## src/rtl/pipe_ctrl_pkg.sv

```systemverilog
// rtl/pipe_ctrl_pkg.sv - shared state encodings and widths for the pipeline controller
package pipe_ctrl_pkg;

  localparam int REG_ADDR_WIDTH  = 5;
  localparam int INST_ADDR_WIDTH = 32;

  // Instruction loaded into a flushed pipeline register (ADDI x0, x0, 0)
  localparam logic [31:0] NOP_INST = 32'h0000_0013;

  typedef enum logic [1:0] {
    ST_IDLE  = 2'd0,
    ST_DRAIN = 2'd1,
    ST_REDIR = 2'd2
  } pipe_state_t;

endpackage

```

## src/rtl/pipe_ctrl_hazard_detect.sv

```systemverilog
// rtl/pipe_ctrl_hazard_detect.sv - combinational load-use comparator (decode sources vs execute load)
module hazard_detect
  import pipe_ctrl_pkg::*;
(
  input  logic                      id_valid,
  input  logic [REG_ADDR_WIDTH-1:0] rs1_addr,
  input  logic [REG_ADDR_WIDTH-1:0] rs2_addr,
  input  logic                      rs1_re,
  input  logic                      rs2_re,
  input  logic                      ex_rd_we,
  input  logic [REG_ADDR_WIDTH-1:0] ex_rd_addr,
  input  logic                      ex_is_load,
  output logic                      load_use_hit
);

  logic rd_live;
  logic src_match;

  // x0 is hardwired zero, so a load targeting it can never create a dependency
  assign rd_live   = ex_is_load && ex_rd_we && (ex_rd_addr != '0);
  assign src_match = (rs1_re && (rs1_addr == ex_rd_addr)) ||
                     (rs2_re && (rs2_addr == ex_rd_addr));

  assign load_use_hit = id_valid && rd_live && src_match;

endmodule

```

## src/rtl/pipe_ctrl.sv

```systemverilog
// rtl/pipe_ctrl.sv - hazard/stall/flush/redirect controller; PIPE_CTRL_PERF_EN adds event counters
module pipe_ctrl
  import pipe_ctrl_pkg::*;
#(
  parameter int unsigned DRAIN_CYCLES = 2,
  parameter logic [31:0] RESET_PC     = 32'h0000_0000
) (
  input  logic                       clk,
  input  logic                       rst,
  input  logic                       id_valid_i,
  input  logic [REG_ADDR_WIDTH-1:0]  rs1_addr_i,
  input  logic [REG_ADDR_WIDTH-1:0]  rs2_addr_i,
  input  logic                       rs1_re_i,
  input  logic                       rs2_re_i,
  input  logic                       id_fence_i,
  input  logic [INST_ADDR_WIDTH-1:0] id_inst_addr_i,
  input  logic                       ex_rd_we_i,
  input  logic [REG_ADDR_WIDTH-1:0]  ex_rd_addr_i,
  input  logic                       ex_is_load_i,
  input  logic                       jump_i,
  input  logic [INST_ADDR_WIDTH-1:0] jump_addr_i,
  input  logic                       mem_busy_i,
  output logic                       stall_if_o,
  output logic                       stall_id_o,
  output logic                       stall_ex_o,
  output logic                       flush_id_o,
  output logic                       flush_ex_o,
  output logic                       redirect_o,
  output logic [INST_ADDR_WIDTH-1:0] redirect_addr_o,
  output logic                       busy_o
`ifdef PIPE_CTRL_PERF_EN
  ,
  output logic [31:0]                load_stall_cnt_o,
  output logic [31:0]                flush_cnt_o,
  output logic [31:0]                fence_cnt_o
`endif
);

  localparam logic [2:0] DRAIN_LOAD = 3'(DRAIN_CYCLES);

  pipe_state_t                state_q, state_d;
  logic [2:0]                 cnt_q, cnt_d;
  logic [INST_ADDR_WIDTH-1:0] saved_pc_q, saved_pc_d;

  logic load_use_hit;
  logic idle_jump;
  logic idle_fence;
  logic idle_load_stall;

  hazard_detect u_hazard_detect (
    .id_valid     (id_valid_i),
    .rs1_addr     (rs1_addr_i),
    .rs2_addr     (rs2_addr_i),
    .rs1_re       (rs1_re_i),
    .rs2_re       (rs2_re_i),
    .ex_rd_we     (ex_rd_we_i),
    .ex_rd_addr   (ex_rd_addr_i),
    .ex_is_load   (ex_is_load_i),
    .load_use_hit (load_use_hit)
  );

  // IDLE priority: memory wait > jump > fence > load-use
  assign idle_jump       = (state_q == ST_IDLE) && !mem_busy_i && jump_i;
  assign idle_fence      = (state_q == ST_IDLE) && !mem_busy_i && !jump_i && id_fence_i && id_valid_i;
  assign idle_load_stall = (state_q == ST_IDLE) && !mem_busy_i && !jump_i &&
                           !(id_fence_i && id_valid_i) && load_use_hit;

  always_ff @(posedge clk or negedge rst) begin
    if (!rst) begin
      state_q    <= ST_IDLE;
      cnt_q      <= '0;
      saved_pc_q <= RESET_PC;
    end else begin
      state_q    <= state_d;
      cnt_q      <= cnt_d;
      saved_pc_q <= saved_pc_d;
    end
  end

  always_comb begin
    state_d    = state_q;
    cnt_d      = cnt_q;
    saved_pc_d = saved_pc_q;
    case (state_q)
      ST_IDLE: begin
        if (idle_fence) begin
          state_d    = ST_DRAIN;
          cnt_d      = DRAIN_LOAD;
          saved_pc_d = id_inst_addr_i + 32'd4;
        end
      end
      ST_DRAIN: begin
        if (!mem_busy_i) begin
          if (cnt_q <= 3'd1) begin
            state_d = ST_REDIR;
            cnt_d   = '0;
          end else begin
            cnt_d = cnt_q - 3'd1;
          end
        end
      end
      ST_REDIR: begin
        if (!mem_busy_i) state_d = ST_IDLE;
      end
      default: begin
        state_d = ST_IDLE;
        cnt_d   = '0;
      end
    endcase
  end

  always_comb begin
    stall_if_o      = 1'b0;
    stall_id_o      = 1'b0;
    stall_ex_o      = 1'b0;
    flush_id_o      = 1'b0;
    flush_ex_o      = 1'b0;
    redirect_o      = 1'b0;
    redirect_addr_o = RESET_PC;
    busy_o          = 1'b0;
    // Reset forces every control low immediately, even mid-drain
    if (rst) begin
      case (state_q)
        ST_IDLE: begin
          if (mem_busy_i) begin
            stall_if_o = 1'b1;
            stall_id_o = 1'b1;
            stall_ex_o = 1'b1;
          end else if (idle_jump) begin
            redirect_o      = 1'b1;
            redirect_addr_o = jump_addr_i;
            flush_id_o      = 1'b1;
            flush_ex_o      = 1'b1;
          end else if (idle_fence || idle_load_stall) begin
            stall_if_o = 1'b1;
            stall_id_o = 1'b1;
            flush_ex_o = 1'b1;
          end
        end
        ST_DRAIN: begin
          stall_if_o      = 1'b1;
          stall_id_o      = 1'b1;
          stall_ex_o      = mem_busy_i;
          flush_ex_o      = 1'b1;
          redirect_addr_o = saved_pc_q;
          busy_o          = 1'b1;
        end
        ST_REDIR: begin
          redirect_o      = 1'b1;
          redirect_addr_o = saved_pc_q;
          stall_ex_o      = mem_busy_i;
          flush_id_o      = 1'b1;
          flush_ex_o      = 1'b1;
          busy_o          = 1'b1;
        end
        default: begin
          busy_o = 1'b0;
        end
      endcase
    end
  end

`ifdef PIPE_CTRL_PERF_EN
  always_ff @(posedge clk or negedge rst) begin
    if (!rst) begin
      load_stall_cnt_o <= '0;
      flush_cnt_o      <= '0;
      fence_cnt_o      <= '0;
    end else begin
      if (idle_load_stall) load_stall_cnt_o <= load_stall_cnt_o + 32'd1;
      if (idle_jump)       flush_cnt_o      <= flush_cnt_o + 32'd1;
      if (idle_fence)      fence_cnt_o      <= fence_cnt_o + 32'd1;
    end
  end
`endif

endmodule

```

## config.mk

```make
export PLATFORM = sky130hd
export DESIGN_NAME = pipe_ctrl
export DESIGN_NICKNAME = d
export VERILOG_FILES = /design/src/rtl/pipe_ctrl_pkg.sv /design/src/rtl/pipe_ctrl_hazard_detect.sv /design/src/rtl/pipe_ctrl.sv
export SDC_FILE = /design/constraint.sdc
export NUM_CORES = 1
export LEC_CHECK = 0
export ABC_AREA = 1
export CAP_MARGIN = 20
export CORE_MARGIN = 3
export CORE_UTILIZATION = 44
export DETAILED_ROUTE_END_ITERATION = 8
export PLACE_DENSITY_LB_ADDON = 0.3
export SYNTH_ARGS = -nofsm -noshare
export SYNTH_HDL_FRONTEND = slang
export SYNTH_HIERARCHICAL = 1
export SYNTH_SLANG_ARGS = --single-unit
```

## constraint.sdc

```tcl
create_clock -name clk -period 2.4 [get_ports clk]
set_clock_uncertainty 0.15 [all_clocks]
set_input_delay 0.36 -clock clk [delete_from_list [all_inputs] [get_ports clk]]
set_output_delay 0.36 -clock clk [all_outputs]
set_load 0.01 [all_outputs]
```

### Yosys cells after proc, flatten, opt, wreduce, memory -nomap -nowiden

Cells that the tools add are included.

| word-level totals | value |
|---|---|
| register bits after elaboration | 37 |
| input port bits | 89 |
| output and inout bits | 39 |
| logic and storage cells | 71 |

| operators by class | value |
|---|---|
| $add $sub $neg | 2 |
| magnitude comparators | 1 |
| equality and inequality tests | 8 |
| multiplexer cells | 31 |
| bitwise operators | 1 |
| reduce and logical (&&, ||, !) cells | 25 |

Operator list:

| operator | count |
|---|---|
| $mux W32 | 3 |
| $pmux W32 S2 | 1 |
| $add A32 B3 Y32 const B | 1 |
| $logic_and A1 B1 Y1 | 14 |
| $mux W1 | 14 |
| $eq A5 B5 Y1 | 2 |
| $mux W3 | 3 |
| $pmux W3 S3 | 1 |
| $mux W2 | 4 |
| $ne A2 B2 Y1 const B | 4 |
| $pmux W1 S2 | 4 |
| $pmux W2 S3 | 1 |
| $reduce_bool A5 Y1 | 1 |
| $reduce_and A4 Y1 | 1 |
| $le A3 B1 Y1 const B | 1 |
| $logic_not A1 Y1 | 3 |
| $reduce_and A3 Y1 | 1 |
| $sub A3 B1 Y3 const B | 1 |
| $eq A2 B1 Y1 const B | 1 |
| $eq A2 B2 Y1 const B | 1 |
| $logic_not A2 Y1 | 1 |
| $logic_or A1 B1 Y1 | 2 |
| $reduce_and A2 Y1 | 1 |
| $reduce_or A2 Y1 | 1 |
| $not A1 Y1 | 1 |

### Logic depth before layout (Yosys ltp)

| depth | value |
|---|---|
| word-level depth | 11 |
| mapped depth | 11 |
| mapped depth without buffers | 10 |

### Modules after synthesis

Netlist, hierarchy kept.

Modules (own cells, without submodules):

| module | times used | cells each | area an instance (µm²) | seq. area each (µm²) |
|---|---|---|---|---|
| pipe_ctrl | 1 | 488 | 2,932.8 | 925.9 |
| hazard_detect | 1 | 52 | 215.2 | 0.0 |

### Worst setup path before layout

Ideal clock, no wire load.

| timing path | value |
|---|---|
| path kind | register to output |
| start point | register state_q[0] |
| end point | output stall_if_o |
| data arrival time | 1.492 ns |
| required time | 1.890 ns |
| slack | 0.398 ns |
| cell stages (with the launch flop) | 10 |
| buffers on the path | 1 |
| cells stage by stage | dfrtp_1 > inv_1 > ha_1 > nand2_1 > nor2_1 > o21ai_0 > nand2_1 > nand2_1 > a21oi_1 > buf_4 |

| between the ends | value |
|---|---|
| cells in the longest elaborated chain, start to end | 11 |
| elaborated cells between the ends (all ways) | 15 |
| those cells by class | 1 x eq/ne; 5 x mux; 9 x reduce/logical |

RTL lines:

| item | RTL line | source |
|---|---|---|
| start: declaration | pipe_ctrl.sv:41 | `pipe_state_t state_q, state_d;` |
| start signal: assignment | pipe_ctrl.sv:74 | `state_q <= state_d;` |
| $logic_not A2 Y1 | -- |  |
| $logic_and A1 B1 Y1 | pipe_ctrl.sv:63, pipe_ctrl.sv:64, pipe_ctrl.sv:65 |  |
| $logic_and A1 B1 Y1 | pipe_ctrl.sv:64, pipe_ctrl.sv:65 |  |
| $logic_and A1 B1 Y1, on equally long branches | pipe_ctrl.sv:64, pipe_ctrl.sv:65 |  |
| $logic_and A1 B1 Y1, on equally long branches | pipe_ctrl.sv:64, pipe_ctrl.sv:66 |  |
| $logic_or A1 B1 Y1 | pipe_ctrl.sv:134 | `end else if (idle_fence \|\| idle_load_stall) begin` |
| $mux W1 (3 in a row) | -- |  |
| $pmux W1 S2 (*) | -- |  |
| $mux W1 (*) | -- |  |
| end: declaration | pipe_ctrl.sv:23 | `output logic stall_if_o,` |

Every way passes the cells marked *; elsewhere a longest branch is shown, timed or not.

### Worst setup path in the final report

| timing path | value |
|---|---|
| start point | register state_q[0] |
| end point | output redirect_addr_o[5] |

| between the ends | value |
|---|---|
| cells in the longest elaborated chain, start to end | 7 |
| elaborated cells between the ends (all ways) | 10 |
| those cells by class | 2 x eq/ne; 4 x mux; 4 x reduce/logical |

RTL lines:

| item | RTL line | source |
|---|---|---|
| $logic_not A2 Y1 | pipe_ctrl.sv:63, pipe_ctrl.sv:123 |  |
| $logic_and A1 B1 Y1 (2 in a row) | pipe_ctrl.sv:63 | `assign idle_jump = (state_q == ST_IDLE) && !mem_busy_i && jump_i;` |
| $mux W32 | pipe_ctrl.sv:129 | `end else if (idle_jump) begin` |
| $mux W32 | pipe_ctrl.sv:125 | `if (mem_busy_i) begin` |
| $pmux W32 S2 (*) | pipe_ctrl.sv:123 | `case (state_q)` |
| $mux W32 (*) | pipe_ctrl.sv:122 | `if (rst) begin` |
| end: declaration | pipe_ctrl.sv:29 | `output logic [INST_ADDR_WIDTH-1:0] redirect_addr_o,` |

Marks and branches as above.

==> parameters.txt <==
Parameter                              Value

Synth
  Synthesized net count ... around 640
  Number of synthesized register bits ... 37
  Mean instance size in the synthesized netlist ... about 5.8 µm²
  Post-synth top area share ... 31.6%
  Async S/R FF share, synth ... between 90% and 100%
  Synth Flop Type ... sky130_fd_sc_hd__dfrtp_1
  Total standard cell area after synthesis ... between 3000 and 4000 µm²
  Cell with the most instances after synthesis ... sky130_fd_sc_hd__nand2_1
  Top cells by area, synth ... sky130_fd_sc_hd__nand2_1 32%, sky130_fd_sc_hd__dfrtp_1 29%, sky130_fd_sc_hd__nor2_1 6.1%
  Count of different cell masters after synthesis ... 23
  Yosys warning total ... 6
  Cell type contributing the most total cell area after synthesis ... sky130_fd_sc_hd__nand2_1
  Count of flip-flops with a built-in enable after synthesis ... 0
  Share of synthesized area occupied by flip-flops and latches ... between 20% and 30%
  Post-Syn Instances ... 540
  Cell types with the highest counts after synthesis ... 265 x sky130_fd_sc_hd__nand2_1, 51 x sky130_fd_sc_hd__nor2_1, 38 x sky130_fd_sc_hd__inv_1

Flow run
  Max-cap check violation count ... 0

CTS
  Clock latency on the worst-skew pair ... around 0.3 ns
  Cts bufs inserted ... 5
  H-tree levels ... 2
  Clk Tree Root Cell ... sky130_fd_sc_hd__clkbuf_8
  Clock transition at the register clock pins on the worst setup and hold paths after CTS ... 0.08 ns
  Max Buffers Root-to-Sink ... 2
  Count of clock tree sinks ... 37
  CTS tree ... done

Die
  Die Width ... between 90 and 100 µm
  Die Outline Area ... between 8000 and 9000 µm²
  Number of top-level design ports ... ~130
  Y dimension of the die ... between 90 and 100 µm
  Initial core utilization ... between 40% and 50%
  Placeable core area ... 6870 µm²
  FP Rows ... 30

Pwr
  Power dissipated by switching net loads ... 0.00147 W
  Share of total power in the clock network ... approximately 16%
  Cell internal power dissipation ... 0.00214 W
  Share of power burned in registers ... between 20% and 30%
  Combinational share of power ... ~55%
  Switching power as a share of total power ... roughly two fifths
  Power Density ... 757 nW/µm²
  Peak supply drop ... a little over 0.4 mV
  LEAKAGE ... ~2.4 nW

Place
  Final weighted congestion in routability-driven placement ... roughly 0.9
  Area after detailed placement ... ~4600 µm²
  Count of buffers from port buffering ... about 130
  Half-perimeter wire length of the detailed placement result ... between 8 and 9 mm
  Pre-CTS WS ... -0.477 ns

Setup path
  Worst Path Max Fanout ... 13
  Series of cell instances along the critical path ... ha_1 > or2_4 > buf_4 > a21oi_1 > dlygate4sd2_1
  CP Depth ... 5
  Crit path buffers/inverters ... 2
  Start point of the critical path ... state_q[0]
  Reg-to-reg slack, setup ... ~0.5 ns
  Required time of the critical path ... between 1.5 and 2 ns
  Maximum cell stage delay along the critical path ... approximately 0.43 ns
  Startpoint of the lowest-slack register-to-register path ... state_q[0]
  Type of origin of the critical path ... flip-flop
  Category of the worst setup path capture point ... output port
  Family with the most delay on the worst path ... buffers and inverters
  Path depth of the worst reg2reg path ... 8
  Data arrival at the endpoint of the critical path ... about 1.9 ns
  Cell with the largest stage delay on the worst path ... sky130_fd_sc_hd__dfrtp_1
  Worst setup path category ... flip-flop to output port

Route
  Average vias per placed instance ... around 4.9
  Vias ... 3782
  DRC Markers ... 0
  Total wire length ... 10.6 mm
  DRT antenna net count ... 0
  Violation count after the first detailed-routing iteration ... 172
  WL/cell ... approximately 14 µm
  Detailed-router iteration count before antenna repair ... 4

Global routing
  Global routing usage on met2 ... approximately 45%
  Gr busiest metal ... met2
  Met3 track demand over resource ... 4.50%
  Final global-route overflow total ... 0
  Largest net degree at the start of global routing ... 26
  Fraction of met1 tracks used by global routing ... between 30% and 40%
  Number of global-route vias before repair ... roughly 3800
  Overall track demand over capacity in global routing ... between 20% and 30%
  Global-route wire length before repair ... 17.4 mm
  Number of antenna violations at the first check in global routing ... 0

Min path
  Hold WC Path Type ... flip-flop to flip-flop
  Hold Crit Start ... saved_pc_q[25]
  Hold depth ... 2

Timing
  Relative max-transition margin ... about 60%
  Final worst setup slack ... ~0.039 ns
  Final setup fails ... 0
  Share of the cycle needed by the critical path after routing ... ~98%
  Final Hold Vio Count ... 0
  Min cycle time layout ... 2.36 ns
  Final slew viol count ... 0
  Fmax ... roughly 420 MHz
  Measured slew at the worst slew-check pin ... around 0.6 ns

Layout
  Finished layout cell area ... roughly 4800 µm²
  Growth of design area from synthesis to finish ... 51.4%
  Share of cells above drive strength 1 ... roughly an eighth
  Inserted Diodes ... 0
  Final #Nets ... approximately 780

Status
  Outcome ... completed
## worst reg2reg max path: cells and delay by family, from the launching register on
kind,cells,cell delay (ns)
compound gates,1,0.14
simple gates,4,0.46
buf+inv,2,0.47
flops,1,0.43
fa+ha+maj,1,0.16
## final timing paths
check / to
max: redirect_addr_o[5]
min: saved_pc_q[25]
max reg2reg: saved_pc_q[14]
min reg2reg: saved_pc_q[25]
max in group asynchronous: saved_pc_q[17]
min in group asynchronous: saved_pc_q[29]
## cells in the final DEF, fill, tap and decap left out, types with 4 or more instances in the layout
master and n:
sky130_fd_sc_hd__a21oi_1 36, sky130_fd_sc_hd__buf_12 4, sky130_fd_sc_hd__buf_2 4, sky130_fd_sc_hd__buf_4 15, sky130_fd_sc_hd__clkbuf_2 12, sky130_fd_sc_hd__clkbuf_8 5
sky130_fd_sc_hd__clkdlybuf4s50_1 75, sky130_fd_sc_hd__dfrtp_1 37, sky130_fd_sc_hd__dlygate4sd2_1 22, sky130_fd_sc_hd__dlymetal6s2s_1 11, sky130_fd_sc_hd__ha_1 7, sky130_fd_sc_hd__inv_1 34
sky130_fd_sc_hd__inv_2 12, sky130_fd_sc_hd__nand2_1 265, sky130_fd_sc_hd__nand2_2 6, sky130_fd_sc_hd__nand3_1 21, sky130_fd_sc_hd__nor2_1 50, sky130_fd_sc_hd__nor2_2 8
sky130_fd_sc_hd__o21ai_0 14, sky130_fd_sc_hd__xnor2_1 4, sky130_fd_sc_hd__xor2_1 10
## power groups by stage
stage | Sequential, W | Clock [W] | Combinational (W)
after floorplan | 0.00102 | 0 | 0.00104
after global placement | 0.00105 | 0 | 0.00183
after detailed placement | 0.00106 | 0 | 0.00188
after CTS | 0.00105 | 0.000565 | 0.00193
after global routing | 0.00109 | 0.000593 | 0.00222
final | 0.00106 | 0.000558 | 0.00199
## layout make-up
| type | count | area, µm² |
|---|---|---|
| tap | 96 | 120 |
| timing repair buffer | 151 | 1440 |
| sequential | 37 | 926 |
| clock buffer | 5 | 68.8 |
| multi-input combinational | 437 | 1980 |
| inverter | 47 | 179 |
| clock inverter | 3 | 46.3 |
| fill | 634 | 2100 |
## flip-flops by register name (all words and copies together) (netlist names)
signal	count
state_q	2
cnt_q	3
saved_pc_q	32
## metrics by stage
stage	utilization (%)	setup TNS (ns)	total power (W)	hold WS [ns]	cells
2_1_floorplan	-	0	0.00205	-0.0856	540
3_3_place_gp	66.9	-4.98	0.00288	0.301	761
3_5_place_dp	66.9	-5.68	0.00294	0.316	761
4_1_cts	69.1	0	0.00354	0.339	775
5_1_grt	69.4	-0.0428	0.00390	0.359	776
6_report	69.4	0	0.00361	0.339	776
## routing by layer
metal,vias up,part of all wire [%]
met1,1729,44
met4,0,1.3
met5,-,0
met3,14,5.1
met2,110,50
li1,1929,-
## cells by family (layout without fill, tap and decap cells)
kind of cell	count (synthesis)	after routing	share of synthesized area, %
buffers and inverters	66	206	8.59
flip-flops	37	37	29.4
AO/OA/AOI/OAI	58	58	9.50
AND/OR/NAND/NOR	357	357	45.4
adder cells (fa/ha/maj)	8	8	3.18
XOR/XNOR	14	14	3.89
## repair_timing
| action | in CTS | in global routing |
|---|---|---|
| hold buffers | 3 | 0 |
| pin swaps | 0 | 10 |
| resized for setup | 58 | 47 |
| endpoints found under the setup margin | 39 | 36 |
| endpoints found under the hold margin | 12 | 0 |
| setup buffers | 3 | 1 |
Note: power is estimated with default switching activity, not from simulation.
